File: src/rtl/mips_pkg.sv
// Shared definitions for the MIPS core: reset vector, ROM geometry,
// special instruction encodings and instruction field helpers.
package mips_pkg;

    localparam logic [31:0] RESET_PC     = 32'h0040_0000;
    localparam int          ADRS_W       = 9;
    localparam logic [31:0] INST_NOP     = 32'h0000_0000;
    localparam logic [31:0] INST_SYSCALL = 32'h0000_000c;

    function automatic logic [5:0] opcode(input logic [31:0] inst);
        return inst[31:26];
    endfunction

    function automatic logic [5:0] funct(input logic [31:0] inst);
        return inst[5:0];
    endfunction

    function automatic logic is_syscall(input logic [31:0] inst);
        return inst == INST_SYSCALL;
    endfunction

endpackage

File: src/rtl/if_pc_reg.sv
// PC register with a one-deep pending-redirect slot and the next-PC mux.
// A redirect seen under stall is parked and applied on the first free edge.
module if_pc_reg
    import mips_pkg::*;
#(
    parameter logic [31:0] RESET_PC = mips_pkg::RESET_PC,
    parameter int          ADRS_W   = mips_pkg::ADRS_W
) (
    input  logic              clk,
    input  logic              rst,
    input  logic              stall,
    input  logic              hold,
    input  logic              redirect_valid,
    input  logic [31:0]       redirect_pc,
    output logic [ADRS_W-1:0] rom_adrs,
    output logic [31:0]       pc4
);

    logic [31:0] pc;
    logic [31:0] next_pc;
    logic [31:0] target;
    logic [31:0] pend_pc;
    logic        pend_valid;

    assign pc4      = pc + 32'd4;
    assign rom_adrs = pc[ADRS_W+1:2];
    assign target   = redirect_pc & ~32'd3;

    always_comb begin
        next_pc = pc4;
        if (redirect_valid) begin
            next_pc = target;
        end else if (pend_valid) begin
            next_pc = pend_pc;
        end
    end

    always_ff @(posedge clk or posedge rst) begin
        if (rst) begin
            pc         <= RESET_PC;
            pend_valid <= 1'b0;
            pend_pc    <= '0;
        end else if (!hold) begin
            if (stall) begin
                // newest redirect under stall replaces any older one
                if (redirect_valid) begin
                    pend_valid <= 1'b1;
                    pend_pc    <= target;
                end
            end else begin
                pc         <= next_pc;
                pend_valid <= 1'b0;
            end
        end
    end

endmodule

File: src/rtl/if_fetch_stage.sv
// Instruction fetch stage: PC/redirect logic plus the IF/ID register.
// Define SYSCALL_HALT_EN to stop fetching after a syscall is captured.
module if_fetch_stage
    import mips_pkg::*;
#(
    parameter logic [31:0] RESET_PC = 32'h0040_0000,
    parameter int          ADRS_W   = 9
) (
    input  logic              clk,
    input  logic              rst,
    input  logic              stall,
    input  logic              redirect_valid,
    input  logic [31:0]       redirect_pc,
    output logic [ADRS_W-1:0] rom_adrs,
    input  logic [31:0]       rom_dout,
    output logic [31:0]       ifid_inst,
    output logic [31:0]       ifid_pc4,
    output logic              ifid_valid,
    output logic              halted
);

    logic [31:0] pc4;
    logic        hold_pc;
    logic        halted_q;

`ifdef SYSCALL_HALT_EN
    logic capture_sys;

    assign capture_sys = !halted_q && !stall && is_syscall(rom_dout);
    assign hold_pc     = halted_q || capture_sys;

    always_ff @(posedge clk or posedge rst) begin
        if (rst) begin
            halted_q <= 1'b0;
        end else if (capture_sys) begin
            halted_q <= 1'b1;
        end
    end
`else
    assign hold_pc  = 1'b0;
    assign halted_q = 1'b0;
`endif

    assign halted = halted_q;

    if_pc_reg #(
        .RESET_PC (RESET_PC),
        .ADRS_W   (ADRS_W)
    ) u_pc (
        .clk            (clk),
        .rst            (rst),
        .stall          (stall),
        .hold           (hold_pc),
        .redirect_valid (redirect_valid),
        .redirect_pc    (redirect_pc),
        .rom_adrs       (rom_adrs),
        .pc4            (pc4)
    );

    // the word fetched alongside a redirect is the delay slot and is kept
    always_ff @(posedge clk or posedge rst) begin
        if (rst) begin
            ifid_inst  <= INST_NOP;
            ifid_pc4   <= '0;
            ifid_valid <= 1'b0;
        end else if (halted_q) begin
            ifid_inst  <= INST_NOP;
            ifid_valid <= 1'b0;
        end else if (!stall) begin
            ifid_inst  <= rom_dout;
            ifid_pc4   <= pc4;
            ifid_valid <= 1'b1;
        end
    end

endmodule
File: config.mk
export PLATFORM = sky130hd
export DESIGN_NAME = if_fetch_stage
export DESIGN_NICKNAME = d
export VERILOG_FILES = /design/src/rtl/mips_pkg.sv /design/src/rtl/if_pc_reg.sv /design/src/rtl/if_fetch_stage.sv
export SDC_FILE = /design/constraint.sdc
export NUM_CORES = 1
export LEC_CHECK = 0
export BUFFER_PORTS_ARGS = -buffer_cell sky130_fd_sc_hd__buf_2
export CORE_UTILIZATION = 40
export DETAILED_ROUTE_END_ITERATION = 10
export GPL_TIMING_DRIVEN = 1
export SKIP_LAST_GASP = 1
export SYNTH_ARGS = -nofsm -noshare
export SYNTH_HDL_FRONTEND = slang
export SYNTH_SLANG_ARGS = --single-unit
export TNS_END_PERCENT = 10
File: constraint.sdc
create_clock -name clk -period 4.7 [get_ports clk]
set_input_delay 0.47 -clock clk [delete_from_list [all_inputs] [get_ports clk]]
set_output_delay 0.47 -clock clk [all_outputs]
set_load 0.05 [all_outputs]
==> metrics.cfg <==
[run_status]
outcome=finished, final reports clean

[critical_path]
ff2ff_path_depth=4
startpoint=u_pc.pend_valid$_DFFE_PP0P_
timing.setup.critical_path_class=reg2reg
rr_endpoint=u_pc.pc[12]$_DFFE_PP0N_
kind_of_capture_point_of_the_worst_setup_path=flip-flop
crit_required_ns=5.00
cp_data_arrival_time_ns=2.74
endpoint=u_pc.pc[12]$_DFFE_PP0N_
timing.rr.start=u_pc.pend_valid$_DFFE_PP0P_
timing.critical_path.from_type=flip-flop
setup.reg_to_reg.worst_slack_ns=2.26
cp_max_fo=26

[clock_tree]
cts_setup_buffers=0
cts_buffer_depth=2
cts_tree=yes
cts.hold.buffers_added=0
cts_max_level=4
cts_root_buf=sky130_fd_sc_hd__clkbuf_16
cts_made_buffers=17
clkTransAtPathRegs_ns=0.05
cts.sink_count=124
clock_insertion_delay_worst_skew_ns=0.42
cts_resized=0

[synth]
synth_area_um2=6020
post_synth_num_cell_types=56
synthesis.yosys.warnings=0
netlist_instances=557
synthesis.area_per_instance_um2=10.8
synth-async-reset-ratio_pct=100
ys_ff_latch=124
synth.top_cells.by_area=sky130_fd_sc_hd__dfrtp_1 51%, sky130_fd_sc_hd__mux2_2 13%, sky130_fd_sc_hd__o21ai_0 3.6%
number_of_synthesized_flops_with_an_enable_pin=0
synth_top_area_share_pct=51.1
synth.yosys.seq_area_share_pct=51.6
yosys_top_cell_by_area=sky130_fd_sc_hd__dfrtp_1
dominantRegCellSynth=sky130_fd_sc_hd__dfrtp_1

[sta]
timing.clock.skew_ns=0.00466
finalHoldViolCount=0
final_min_period_over_clock_period_pct=52.0
grt_setup_unrepaired=no
tns_ns=0
timing.final.max_slew_violations=0
min_period_ns=2.44
hold_ws_ns=0.150
tightest_slew_ns=1.03
final-setup-viol-count=0
post-route-worst-setup-slack_ns=2.26
slew-limit-headroom_pct=31.2
maxClockFrequency_ghz=0.409

[die]
placement_rows=44
dieArea_um2=15500
core-area_um2=14600
die_h_um=125
count_of_boundary_i_o_pins=143
die_width_um=125
initial_utilization_pct=41.3

[final_layout]
area_growth_pct=21.8
top_library_cells_by_usage_in_the_layout_fill_and_taps_aside=136 x sky130_fd_sc_hd__buf_2, 123 x sky130_fd_sc_hd__dfrtp_1, 72 x sky130_fd_sc_hd__mux2_2
nFillCells=1315
final_common_cell=sky130_fd_sc_hd__buf_2
final_core_util_pct=50.3
num-nets-final=745
post_route_cells_drive_above_1_share_pct=36.9

[flow_run]
timing.max_cap.violations=0

[detailed_routing]
wirelength_mm=14.5
route.detailed.vias_per_inst=5.31
dr_total_vias=4638
detailedRoute.firstIterationViolations=215
remaining_drc_errors=0
drt_first_pass_iters=4
wl_per_cell_um=16.7
final_antenna_net_count=0

[power]
peakVddDrop_v=0.000232
power_leakage_nw=3.33
power-per-cell-area_nw_per_um2=462
design_power_total_mw=3.39

[global_routing]
grt_pass1_vias=4661
grt_first_pass_wirelength_mm=24.0
grt_max_degree=94
gr-total-overflow=0
initial_antenna_violation_count=0
gr-usage-all-layers_pct=19.6

[place]
placement.setup.worst_slack_ns=2.27
portBuffers=137
place_congestion=0.796
post-dp-hpwl_mm=9.97

[worst_hold_path]
class_of_the_worst_hold_path=in2async

-- state kept, by name (all words and copies together), names as in the netlist --
name             flops
u_pc.pend_valid      1
ifid_pc4            30
ifid_valid           1
ifid_inst           32
u_pc.pc             30
u_pc.pend_pc        30
-- report_power, final --
| group | switching (mW) | internal, mW |
|---|---|---|
| clock | 0.455 | 0.797 |
| sequential | 0.122 | 1.22 |
| combinational | 0.546 | 0.246 |
| total | 1.12 | 2.26 |
-- worst max-delay path, cell delays in order, from the launching register on --
cell and delay (ns):
sky130_fd_sc_hd__dfrtp_1 1.02, sky130_fd_sc_hd__clkinv_1 0.22, sky130_fd_sc_hd__nand2_1 0.63, sky130_fd_sc_hd__nor4_1 0.10
sky130_fd_sc_hd__a311o_1 0.35
-- cells by family after synthesis --
family                     Yosys count  share of synthesized area (%)
other                                1                         0.0623
DFF                                124                           51.6
and+or+nand+nor                    131                           11.7
buffers and inverters               64                           4.88
xor gates and xnor gates            28                           4.07
muxes                               78                           14.5
AOI/OAI and AO/OA                  130                           13.1
adders and majority gates            1                          0.208
-- cell usage after synthesis, types with 3 or more instances --
master,count
sky130_fd_sc_hd__and4_1,7
sky130_fd_sc_hd__o21bai_1,3
sky130_fd_sc_hd__o21a_1,3
sky130_fd_sc_hd__mux2i_1,6
sky130_fd_sc_hd__a22oi_1,6
sky130_fd_sc_hd__mux2_2,72
sky130_fd_sc_hd__o22ai_1,8
sky130_fd_sc_hd__nand3_1,9
sky130_fd_sc_hd__o31a_1,9
sky130_fd_sc_hd__and3_1,6
sky130_fd_sc_hd__nand2_1,53
sky130_fd_sc_hd__buf_4,12
sky130_fd_sc_hd__o21ai_0,43
sky130_fd_sc_hd__nand4_1,7
sky130_fd_sc_hd__inv_1,17
sky130_fd_sc_hd__xnor2_1,21
sky130_fd_sc_hd__xor2_1,7
sky130_fd_sc_hd__clkbuf_1,27
sky130_fd_sc_hd__buf_1,4
sky130_fd_sc_hd__dfrtp_1,123
sky130_fd_sc_hd__nor2b_1,4
sky130_fd_sc_hd__a21oi_1,39
sky130_fd_sc_hd__and2_1,4
sky130_fd_sc_hd__nor2_1,22
sky130_fd_sc_hd__nor3_1,3
-- cell type report --
type	count	area [um2]	share of cell area (%)
Sequential cell	124	3100	42.3
Antenna cell	1	2.50	0.0341
Clock buffer	22	464	6.33
Timing Repair Buffer	143	733	10.0
Tap cell	184	230	3.14
Multi-Input combinational cell	371	2630	35.9
Clock inverter	9	95.1	1.30
Inverter	19	73.8	1.01
-- per-layer routing --
metal / track usage [%] / up-vias / wire, um
met3: 5.93 / 26 / 997
li1: - / 2197 / -
met1: 25.2 / 2264 / 6560
met2: 30.7 / 151 / 6670
met4: 8.36 / 0 / 314
met5: 0 / - / 0
-- metrics by stage --
stage               area [um2]  std cells
CTS                       7330        872
finish                    7330        873
floorplan                 6030        559
global placement          6770        841
global route              7330        872
detailed placement        6770        841
-- worst min path at each step --
stage                                   end                         start  cells past startpoint  slack, ns
2_1_floorplan  u_pc.pend_pc[13]$_DFFE_PP0P_  u_pc.pend_pc[13]$_DFFE_PP0P_                      1       0.47
3_3_place_gp         ifid_valid$_DFFE_PP0N_        ifid_valid$_DFFE_PP0N_                      1       0.45
3_5_place_dp         ifid_valid$_DFFE_PP0N_        ifid_valid$_DFFE_PP0N_                      1       0.46
4_1_cts        u_pc.pend_pc[23]$_DFFE_PP0P_                           rst                      2       0.18
5_1_grt         u_pc.pend_pc[2]$_DFFE_PP0P_                           rst                      2       0.21
6_report       u_pc.pend_pc[23]$_DFFE_PP0P_                           rst                      2       0.15
No activity file was read; power rests on OpenSTA's default activity.
